<file path="src/rtl/mem_wb_stage.sv">
// MEM/WB pipeline stage with valid/ready handshake, two-entry skid buffer and flush.
// Optional forwarding tap enabled by defining MEM_WB_FWD_EN; otherwise fwd_* read zero.
module mem_wb_stage #(
  parameter int DATA_W = 32,
  parameter int ADDR_W = 32,
  parameter int REG_W  = 5
) (
  input  logic              clock,
  input  logic              rst,
  input  logic              flush,
  input  logic              in_valid,
  output logic              in_ready,
  input  logic              MemtoReg,
  input  logic              RegWrite,
  input  logic [REG_W-1:0]  WriteReg,
  input  logic [DATA_W-1:0] ReadData,
  input  logic [ADDR_W-1:0] address,
  output logic              out_valid,
  input  logic              out_ready,
  output logic              out_MemtoReg,
  output logic              out_RegWrite,
  output logic [REG_W-1:0]  out_WriteReg,
  output logic [DATA_W-1:0] out_ReadData,
  output logic [ADDR_W-1:0] out_address,
  output logic [DATA_W-1:0] wb_data,
  output logic [1:0]        occupancy,
  output logic              fwd_valid,
  output logic [REG_W-1:0]  fwd_reg,
  output logic [DATA_W-1:0] fwd_data
);

  typedef enum logic [1:0] {EMPTY = 2'd0, ONE = 2'd1, FULL = 2'd2} occState_t;

  typedef struct packed {
    logic              memtoReg;
    logic              regWrite;
    logic [REG_W-1:0]  writeReg;
    logic [DATA_W-1:0] readData;
    logic [ADDR_W-1:0] address;
  } entry_t;

  occState_t   state, stateNext;
  entry_t      head, skid, inEntry;
  logic        accept, drain;
  logic        loadHeadIn, loadHeadSkid, loadSkid;
  logic [DATA_W-1:0] addrResized;

  assign inEntry   = '{memtoReg: MemtoReg, regWrite: RegWrite, writeReg: WriteReg,
                       readData: ReadData, address: address};
  // in_ready comes from registered state only, so out_ready never reaches it combinationally.
  assign in_ready  = (state != FULL);
  assign out_valid = (state != EMPTY);
  assign occupancy = state;
  assign accept    = in_valid & in_ready;
  assign drain     = out_valid & out_ready;

  // NOTE: every signal gets a default before the case so no latch is inferred.
  always_comb begin
    stateNext    = state;
    loadHeadIn   = 1'b0;
    loadHeadSkid = 1'b0;
    loadSkid     = 1'b0;
    if (flush) begin
      stateNext = EMPTY;
    end else begin
      case (state)
        EMPTY: if (accept) begin
          stateNext  = ONE;
          loadHeadIn = 1'b1;
        end
        ONE: begin
          if (accept && drain) begin
            loadHeadIn = 1'b1;
          end else if (accept) begin
            stateNext = FULL;
            loadSkid  = 1'b1;
          end else if (drain) begin
            stateNext = EMPTY;
          end
        end
        FULL: if (drain) begin
          stateNext    = ONE;
          loadHeadSkid = 1'b1;
        end
        default: stateNext = EMPTY;
      endcase
    end
  end

  // NOTE: sequential state uses non-blocking assignments so all registers update together.
  always_ff @(posedge clock) begin
    if (rst) begin
      state <= EMPTY;
      // NOTE: payload registers are reset too, because out_* and wb_data must read zero after reset.
      head  <= '0;
      skid  <= '0;
    end else begin
      state <= stateNext;
      if (loadHeadIn)        head <= inEntry;
      else if (loadHeadSkid) head <= skid;
      if (loadSkid)          skid <= inEntry;
    end
  end

  generate
    if (ADDR_W >= DATA_W) begin : gTrunc
      assign addrResized = head.address[DATA_W-1:0];
    end else begin : gZext
      assign addrResized = {{(DATA_W-ADDR_W){1'b0}}, head.address};
    end
  endgenerate

  // Stale payload survives a flush; gating RegWrite keeps writeback from firing on it.
  assign out_MemtoReg = head.memtoReg;
  assign out_RegWrite = head.regWrite & out_valid;
  assign out_WriteReg = head.writeReg;
  assign out_ReadData = head.readData;
  assign out_address  = head.address;
  assign wb_data      = head.memtoReg ? head.readData : addrResized;

`ifdef MEM_WB_FWD_EN
  assign fwd_valid = out_valid & out_RegWrite & (out_WriteReg != '0);
  assign fwd_reg   = out_WriteReg;
  assign fwd_data  = wb_data;
`else
  assign fwd_valid = 1'b0;
  assign fwd_reg   = '0;
  assign fwd_data  = '0;
`endif

endmodule

</file>
<file path="config.mk">
export PLATFORM = sky130hd
export DESIGN_NAME = mem_wb_stage
export DESIGN_NICKNAME = d
export VERILOG_FILES = /design/src/rtl/mem_wb_stage.sv
export SDC_FILE = /design/constraint.sdc
export NUM_CORES = 1
export LEC_CHECK = 0
export BUFFER_PORTS_ARGS = -buffer_cell sky130_fd_sc_hd__buf_2
export CORE_UTILIZATION = 53
export DETAILED_ROUTE_END_ITERATION = 10
export PLACE_DENSITY = 0.81
export SYNTH_ARGS = -nofsm -noshare
export SYNTH_HDL_FRONTEND = slang
export SYNTH_SLANG_ARGS = --single-unit
</file>
<file path="constraint.sdc">
create_clock -name clock -period 2 [get_ports clock]
set_input_delay 0.3 -clock clock [delete_from_list [all_inputs] [get_ports clock]]
set_output_delay 0.3 -clock clock [all_outputs]
set_load 0.005 [all_outputs]
</file>
-- After elaboration in Yosys (flattened, before gate mapping)
Cells that the tools add are included.
- input bits: 76
- register bits after elaboration: 144
- logic and storage cells: 46
- output and inout bits: 145
- bitwise gates (word level): 3
- reduce and logical (&&, ||, !) cells: 6
- equal/unequal tests: 7
- mux-type cells: 19
- operators with widths (kind ; count):
    2-to-1 mux 71 bit ; 2
    2-to-1 mux 32 bit ; 1
    2-to-1 mux 2 bit ; 5
    2-to-1 mux 1 bit ; 9
    inequality test 2 bit (second input constant) ; 4
    case mux 2 bit (3 select lines) ; 1
    AND reduction 4 bit ; 1
    nonzero test 2 bit ; 2
    bitwise AND 1 bit ; 3
    inequality test 3 bit (second input constant) ; 1
    == test 2 x 1 -> 1 bit (second input constant) ; 1
    == test 2 bit (second input constant) ; 1
    zero test 2 bit ; 1
    case mux 1 bit (2 select lines) ; 1
    OR reduction 2 bit ; 1
    logical AND 1 bit ; 1

-- Logic depth before layout (Yosys ltp)
Gate-level depths: netlist (run 1).
- word-level depth: 7
- depth in mapped cells: 7
- gate-level depth less buffers: 3

-- Worst setup path after synthesis (run 1)
Ideal clock, no wire load.
- path type: register to output
- from: register head, in the netlist out_MemtoReg
- to: output wb_data[22]
- stages on the path, launching flop included: 4
- slack: 0.453 ns
- arrival: 1.247 ns
- buffers on the path: 2
- data required time: 1.700 ns
- path through: dfxtp_1 -> clkbuf_1 -> clkbuf_1 -> mux2_2
- longest elaborated chain between the ends: 1
- ends and longest elaborated chain (what ; RTL line ; text):
    from (decl) ; 43 ; entry_t head, skid, inEntry;
    from (signal assigned) ; 99 ; if (loadHeadIn) head <= inEntry;
    from (signal assigned) ; 100 ; else if (loadHeadSkid) head <= skid;
    2-to-1 mux 32 bit ; 119 ; assign wb_data = head.memtoReg ? head.readData : addrResized;
    to (decl) ; 25 ; output logic [DATA_W-1:0] wb_data,
Every way passes these cells.

-- Worst setup path after layout (run 1)
- from: register head, in the netlist out_MemtoReg
- to: output wb_data[17]
The elaborated chain is that of the path after synthesis.

==> summary.md, run 1 <==
Power comes to 0.007381 W. The final RePlAce weighted congestion came out at 0.7767. The most used flip-flop cell after synthesis is sky130_fd_sc_hd__dfxtp_1. The layout cell share with drive strength beyond 1 is 35.48%, and the number of hold buffers added after cts is 0. In this run, post-CTS repair resized a total of 0 instances. In this run the number of H-tree levels came out at 4. The global-route congestion overflow total came out at 0. The global-route met1 utilization was 31.21%; the iteration count of the initial detailed-routing pass was 5.

CTS placed an instance of sky130_fd_sc_hd__clkbuf_16 at the clock tree root. The horizontal extent of the die was 121.7 um. At the later pin of the worst-skew pair, clock insertion delay measures 0.42 ns.

Global routing consumed, over all layers together, 24.13% of the routing resources. Yosys attributes the largest share of cell area to sky130_fd_sc_hd__dfxtp_1, sky130_fd_sc_hd__buf_4, sky130_fd_sc_hd__nor3_2. The cell area after technology mapping was 0.007591 mm^2; the sequential fraction of the synthesis area was 37.98%. The achievable frequency is 0.5224 GHz, and the share of flip-flops with an asynchronous set or reset after synthesis is 0%. The tools report the maximum root-to-sink buffer count as 2. For this design the top-level I/O count stands at 221. For this design the static power due to leakage is 3.364 nW.

The site row count was 43. Ranked by instance count, the synthesized netlist is headed by sky130_fd_sc_hd__dfxtp_1, sky130_fd_sc_hd__nand2_1, sky130_fd_sc_hd__buf_4. The count of flip-flops with a built-in enable after synthesis was 0.

For the total clock buffers created by CTS, the log shows 17. Yosys printed 0 warnings. The HPWL after detailed placement came out at 10730 um. Once layout is complete, the utilization of the core stands at 61.34%. The initial utilization of the core area, before any placement, comes to 54.48%. Final-report setup violation count: 0.

The core region is 0.01393 mm^2. The worst setup path is captured at a primary output. The run gives 0 as the hold violation count in the final report. The max-cap violation count was 0. The tools report the number of buffers inserted by post-CTS setup repair as 0. The clock arrives with 0.007120 ns of skew.

Relative to the synthesized area, the layout overhead comes to 12.59%. Clock-pin slew was measured on the worst setup and hold paths at 0.06 ns. The count of pins over their slew limit was 0; the share of Yosys cell area claimed by the top area cell type was 37.98%. Data on the critical path arrives at its endpoint at 1.61 ns. The run gives 5738 as the number of global-route vias before repair. At the end of the flow, the number of nets in the layout was 1024. The die is 121.7 um tall. After detailed routing, the total wire length is 18360 um.

Power per cell area: 863.5 mW/mm^2. Input and output buffers added on the ports amount to 182. The final worst slack is 0.08558 ns. Prior to clock tree synthesis, the placed netlist has a worst setup slack of 0.2902 ns. A synthesized cell averages 8.510 um^2.

After the first detailed-routing iteration, the DRC count stood at 634. TritonCTS built the clock tree. Detailed routing inserted a total of 6526 vias. Share of the clock period used by the worst path after layout: 95.72%. The floorplan die area is 0.01480 mm^2. After global routing, the most crowded layer is met2. The final-layout setup total negative slack came out at 0 ns.

For met2 alone, demand over resource in global routing was 39.06%. In this run, synthesis produced a sequential element count of 144. The shortest clock period the worst path allows after layout works out to 1.914 ns. The clock drives 144 sinks. For the met3 track utilization from global routing, the log shows 5.758%. The run finished with clean final reports. The logs give 0 for the number of remaining DRC errors and 0 for the antenna violation net count after detailed routing. The required time at the endpoint of the critical path came out at 1.70 ns.

The count of unique library cells instantiated by Yosys was 31. In the synthesized netlist, the number of instances is 892. The number of antenna violations at the first check in global routing was 1; the average wire per standard cell was 16.08 um. The cell taking the most area after synthesis is sky130_fd_sc_hd__dfxtp_1.

The number of vias per cell was 5.715. The worst-case IR drop observed on VDD is 0.0007340 V. The first global-routing pass estimated 28320 um of wire.

Along the worst path, the maximum fanout reaches 28. STA classifies the critical path startpoint as a register. Setup repair after global routing left no endpoint under its margin.

The worst setup path category is reg2out. The tightest min-delay check is of the in2reg type. Filler cell count: 1211.

The run gives 77 as the pin count of the biggest net entering global routing.
==> cell usage in the layout (no fill, tap or decap), drive strengths merged, types with 32 or more instances in the layout <==
cell type | synthesis | layout
buf | 160 | 199
nand2 | 144 | 144
dfxtp | 144 | 144
a21oi | 72 | 72
a311oi | 71 | 71
nand3 | 71 | 71
nor3 | 71 | 71
o21ai | 71 | 71
conb | 1 | 38
mux2 | 32 | 32
==> per-stage QoR <==
stage	cell area, um^2	instances	hold WS, ns
2_1_floorplan	7730	929	0.3894
3_5_place_dp	7899	1109	0.4586
5_1_grt	8544	1141	0.1413
4_1_cts	8544	1141	0.1326
6_report	8547	1142	0.1454
3_3_place_gp	7899	1109	0.4520
==> worst max-delay path, stage by stage (launching register included) <==
cell and delay [ns]:
sky130_fd_sc_hd__dfxtp_2 0.44, sky130_fd_sc_hd__buf_12 0.24, sky130_fd_sc_hd__mux2_2 0.37, sky130_fd_sc_hd__buf_2 0.13
==> power by group <==
part | internal (W) | total, W | switching (W)
Sequential | 0.00299 | 0.00308 | 0.0000912
Clock | 0.00227 | 0.00347 | 0.00120
Combinational | 0.000363 | 0.000836 | 0.000473
==> kinds of logic after synthesis <==
| group | count (synthesis) | synth area share [%] |
|---|---|---|
| compound gates | 216 | 17.88 |
| mux | 33 | 4.879 |
| flops | 144 | 37.98 |
| other cells | 1 | 0.04940 |
| buf+inv | 199 | 16.93 |
| simple gates | 299 | 22.28 |
==> final timing paths <==
kind,start,endpoint,slack (ns),depth (start not counted)
hold / removal,address[6],skid[6]$_SDFFE_PP0P_,0.15,3
hold reg to reg,skid[31]$_SDFFE_PP0P_,skid[31]$_SDFFE_PP0P_,0.47,2
setup reg to reg,occupancy[1]$_SDFFE_PP0P_,out_ReadData[23]$_SDFFE_PP0P_,0.26,4
setup / recovery,out_MemtoReg$_SDFFE_PP0P_,wb_data[17],0.09,3
==> sequential cells by signal (all words and copies together) (netlist names) <==
signal,count
out_MemtoReg,1
out_ReadData,32
head,1
skid,71
out_WriteReg,5
out_address,32
occupancy,2
==> final cells by class <==
| type | instances | area [um^2] | area share, % |
|---|---|---|---|
| repair buffers | 199 | 1191 | 13.94 |
| multi-input cells | 586 | 3598 | 42.10 |
| clock inverters | 11 | 185.2 | 2.167 |
| clock buffers | 21 | 460.4 | 5.387 |
| well taps | 180 | 225.2 | 2.635 |
| diodes | 1 | 2.502 | 0.02928 |
| flip-flops and latches | 144 | 2884 | 33.74 |
==> metal layers <==
layer  wire, um  up-vias
met5          0        -
met4        283        0
met3       1283       22
met2       8867      270
met1       7924     3114
li1           -     3120
(Power assumes the default switching activity.)
==> run 2: changes to the inputs <==
--- a/config.mk
+++ b/config.mk
@@ -5,6 +5,7 @@
 export SDC_FILE = /design/constraint.sdc
 export NUM_CORES = 1
 export LEC_CHECK = 0
+export ABC_AREA = 1
 export BUFFER_PORTS_ARGS = -buffer_cell sky130_fd_sc_hd__buf_2
 export CORE_UTILIZATION = 53
 export DETAILED_ROUTE_END_ITERATION = 10
==> run 2 against run 1 <==
Effect of this change:
- wire length rose by 14%
- core utilization grew 1.1 points
- hold slack worse by 0.032 ns
- non-clock buffer count increased by 12
- sequential cell count unchanged
- register-to-register slack improved by 0.03 ns
- first-iteration DRC count increased by 18%
- final area increased by 3.0%
- sequential share of layout area fell by 0.97 points
- highest routed layer is now met5
==> summary.md, run 2 <==
The run gives 36.96% (-1.0 points) as the sequential fraction of the synthesis area. The logs give 75 (-2.6%) for the pin count of the biggest net entering global routing and 0 (unchanged) for the global-route congestion overflow total. Largest register by flop count: skid.

Setup repair after global routing left no endpoint under its margin. The leakage dissipation is 4.516 nW (+34%), and the mean instance size in the synthesized netlist is 7.007 um^2 (-18%). The HPWL after detailed placement came out at 12900 um (+20%). The share of total power in the clock network was 44.4% (-2.6 points); the total clock buffers created by CTS was 17 (unchanged). Number of vias per cell: 5.460 (-4.5%).

The total via count after detailed routing is 7502 (+15%). The most common cell after layout, fill and taps aside was sky130_fd_sc_hd__buf_2. The tools report the routed length on met3 as 1626 um (+27%). The average wire per standard cell works out to 15.22 um (-5.3%).

Number of global-route vias before repair: 6604 (+15%). For the total cell area at the placement stage, the log shows 0.008210 mm^2 (+3.9%). Count of pins over their slew limit: 0 (unchanged). The sequential cell area came out at 0.002884 mm^2 (unchanged). The logs give 1311 (+8.3%) for the filler cell count and 0 (unchanged) for the hold violation count in the final report. The synthesized flop and latch total was 144 (unchanged). For the final worst slack, the log shows 0.1197 ns (+0.03409 ns). For the final RePlAce weighted congestion, the log shows 0.8684 (+12%). The share of flip-flops with an asynchronous set or reset after synthesis was 0% (unchanged). The number of antenna violations at the first check in global routing is 3 (+2). The leading register cell type out of synthesis is sky130_fd_sc_hd__dfxtp_1.

The horizontal extent of the die works out to 123.3 um (+1.3%). The peak supply drop is 0.0005622 V (-23%), and the count of flip-flops with a built-in enable after synthesis is 0 (unchanged). At the pin with the least slew margin, the transition time is 0.5984 ns. Cell taking the most area after synthesis: sky130_fd_sc_hd__dfxtp_1. The run gives 0.003567 mm^2 (-0.87%) as the footprint of the multi-input gates.

The tools report the number of non-filler instances in the completed layout as 1374 (+20%). The final-layout setup total negative slack was 0 ns (unchanged); the y dimension of the die was 123.3 um (+1.3%). The tools report the switching component of the power as 0.001768 W (+0.40%). The flow ran to the end, and the final reports show no timing, DRC or antenna violations. Relative to the synthesized area, the layout overhead comes to 12.83%.

The startpoint kind of the worst setup timing path was a register. The iteration count of the initial detailed-routing pass came out at 6 (+1). For the worst max-slew margin expressed relative to the limit, the log shows 60.11%. For the initial core utilization, the log shows 55.33% (+0.85 points). The count of unique library cells instantiated by Yosys was 19 (-39%). For the internal power summed over all cells, the log shows 0.005369 W (-4.5%).

For the routed length on met1, the log shows 9040 um (+14%). The tools report the achievable frequency as 0.5318 GHz (+1.8%). The share of the clock period used by the worst path after layout was 94.02% (-1.7 points). The count of input and output buffers was 182 (unchanged).

The commonest cells after synthesis are sky130_fd_sc_hd__nand2_1, sky130_fd_sc_hd__nor2_1, sky130_fd_sc_hd__nand3_1. The worst setup path is captured at a primary output. The site row count was 43 (unchanged). The run gives 0.29 ns (+0.03 ns) as the setup slack of the worst register-to-register path. The peak fanout along the critical path was 27 (-3.6%). The logs give 0.01410 mm^2 (+1.2%) for the area of the core and 1113 (+25%) for the number of cells produced by synthesis. The worst setup path category was reg2out.

The origin of the worst setup path was occupancy[1]$_SDFFE_PP0P_. The share of Yosys cell area claimed by the top area cell type is 36.96% (-1.0 points), and the placed instance count is 1342 (+21%). The power per cell area was 811.1 mW/mm^2 (-6.1%). The run gives 221 (unchanged) as the number of placed I/O pins.

The most common cell in the synthesized netlist was sky130_fd_sc_hd__nand2_1. The run gives 0 (unchanged) as the number of remaining DRC errors. The power share of the sequential group was 43.1% (+1.4 points); the final instance area was 0.008800 mm^2 (+3.0%).

The run gives 748 (+18%) as the number of DRC markers after the initial detailed-route iteration. The logs give 0.005158 ns (-0.001963 ns) for the setup clock skew after layout and 20910 um (+14%) for the final wirelength. The floorplan die area was 0.01520 mm^2 (+2.7%). The critical path data arrival time came out at 1.58 ns (-0.03 ns). Signal routing reaches up to met5. Total chip power: 0.007138 W (-3.3%). The tools report the source-to-sink clock delay at the later pin of the worst-skew pair as 0.42 ns (about the same). The final-report setup violation count is 0 (unchanged), and the layout cell share with drive strength beyond 1 is 23.39% (-12 points). The synthesis warning total is 0 (unchanged), and the total clock sinks is 144 (unchanged).

The clock slew at the register clock pins of the worst setup and hold paths came out at 0.06 ns (about the same). The library cells used most frequently in the layout, excluding fill and tap cells, are sky130_fd_sc_hd__buf_2, sky130_fd_sc_hd__nand2_1, sky130_fd_sc_hd__nor2_1, sky130_fd_sc_hd__nand3_1, sky130_fd_sc_hd__dfxtp_1. The cell area after technology mapping was 0.007799 mm^2 (+2.7%); the number of H-tree levels was 4 (unchanged). The endpoint of the most critical setup path is in_ready. The tools report the global-route usage over all layers as 28.04% (+3.9 points).

TritonCTS built the clock tree. Final net count: 1258 (+23%). The met2 wirelength from detailed routing is 9874 um (+11%).

The maximum root-to-sink buffer count is 2 (unchanged), and the max-cap violation count is 0 (unchanged). Ranked by total cell area, the synthesized netlist is headed by sky130_fd_sc_hd__dfxtp_1, sky130_fd_sc_hd__buf_4, sky130_fd_sc_hd__nand3_1. Wire length of the first global-routing pass: 33220 um (+17%).

The portion of total power attributed to combinational logic was 12.5% (+1.2 points); the antenna violation net count after detailed routing was 0 (unchanged). The endpoint identified for the worst register-to-register timing path is out_ReadData[15]$_SDFFE_PP0P_. The tools report the source of the worst register-to-register timing path as occupancy[1]$_SDFFE_PP0P_. Required time at the endpoint of the critical path: 1.70 ns (about the same).

The number of flip-flops in the largest register is 71 (unchanged), and the worst setup slack before clock tree synthesis is 0.3196 ns (+0.02941 ns). The min-delay analysis places its worst path in the category in2reg. The switching part of the total power works out to 24.77% (+0.91 points). The root buffer selected by CTS was sky130_fd_sc_hd__clkbuf_16. The worst reg-to-reg path cell count came out at 8 (+4). The shortest clock period the worst path allows after layout was 1.880 ns (-0.03409 ns).
[run 2: cell count changes after synthesis, moves of 4 or more]
| cell | before | now |
|---|---|---|
| sky130_fd_sc_hd__nor2_1 | 2 | 146 |
| sky130_fd_sc_hd__inv_1 | 0 | 78 |
| sky130_fd_sc_hd__nand3_1 | 71 | 145 |
| sky130_fd_sc_hd__a311oi_1 | 71 | 0 |
| sky130_fd_sc_hd__nand4_1 | 0 | 71 |
| sky130_fd_sc_hd__nor3_2 | 69 | 0 |
| sky130_fd_sc_hd__buf_6 | 11 | 0 |
| sky130_fd_sc_hd__buf_2 | 40 | 30 |
| sky130_fd_sc_hd__clkbuf_1 | 39 | 47 |
| sky130_fd_sc_hd__buf_4 | 108 | 115 |
| sky130_fd_sc_hd__buf_1 | 1 | 6 |
| sky130_fd_sc_hd__nand2_1 | 144 | 148 |
[run 2: cell type report]
type                    count  area share, %
diodes                      1        0.02844
repair buffers            211          14.10
clock buffers              24          5.360
multi-input cells         728          40.54
clock inverters             6          1.223
well taps                 180          2.559
flip-flops and latches    144          32.77
inverters                  80          3.412
[run 2: worst min path at each step]
stage | from | to | slack [ns] | depth (start not counted)
2_1_floorplan | address[31] | skid[31]$_SDFFE_PP0P_ | 0.43 | 2
3_3_place_gp | out_WriteReg[2]$_SDFFE_PP0P_ | out_WriteReg[2]$_SDFFE_PP0P_ | 0.47 | 2
3_5_place_dp | out_WriteReg[3]$_SDFFE_PP0P_ | out_WriteReg[3]$_SDFFE_PP0P_ | 0.48 | 2
4_1_cts | ReadData[31] | skid[63]$_SDFFE_PP0P_ | 0.1 | 3
5_1_grt | ReadData[9] | skid[41]$_SDFFE_PP0P_ | 0.11 | 3
6_report | ReadData[31] | skid[63]$_SDFFE_PP0P_ | 0.11 | 3
[run 2: worst max-delay path, stage by stage, from the launching register on]
cell	delay, ns
sky130_fd_sc_hd__dfxtp_1	0.46
sky130_fd_sc_hd__inv_1	0.16
sky130_fd_sc_hd__nor2_4	0.17
sky130_fd_sc_hd__buf_12	0.19
sky130_fd_sc_hd__inv_1	0.05
sky130_fd_sc_hd__buf_2	0.12
[run 2: metal layers]
layer / vias up / GRT usage (%)
met2: 333 / 44.48
met5: - / 0
li1: 3665 / -
met4: 4 / 10.17
met1: 3466 / 36.86
met3: 34 / 6.873
[run 2: logic make-up after synthesis]
group	count (synthesis)	share of synthesized area [%]
simple gates	514	29.71
buf+inv	278	19.40
compound gates	144	9.257
flops	144	36.96
mux	32	4.621
other cells	1	0.04808
[run 2: through the flow]
step | hold WS, ns | utilization [%]
6_report | 0.1131 | 62.43
5_1_grt | 0.1122 | 62.41
4_1_cts | 0.09869 | 62.41
3_5_place_dp | 0.4767 | 58.25
3_3_place_gp | 0.4691 | 58.25
2_1_floorplan | 0.4349 | -
[run 2: timing repair]
item	CTS	global route
setup buffers	1	0
gates resized for setup	0	0
endpoints found under the setup margin	1	0
hold buffers	0	0
[run 2: power by group through the flow]
stage | sequential [W] | combinational [W] | clock, W
final | 0.00307 | 0.000891 | 0.00317
after global routing | 0.00309 | 0.000996 | 0.00333
after CTS | 0.00307 | 0.000889 | 0.00321
after detailed placement | 0.00314 | 0.000885 | 0
after global placement | 0.00313 | 0.000872 | 0
after floorplan | 0.00311 | 0.000687 | 0
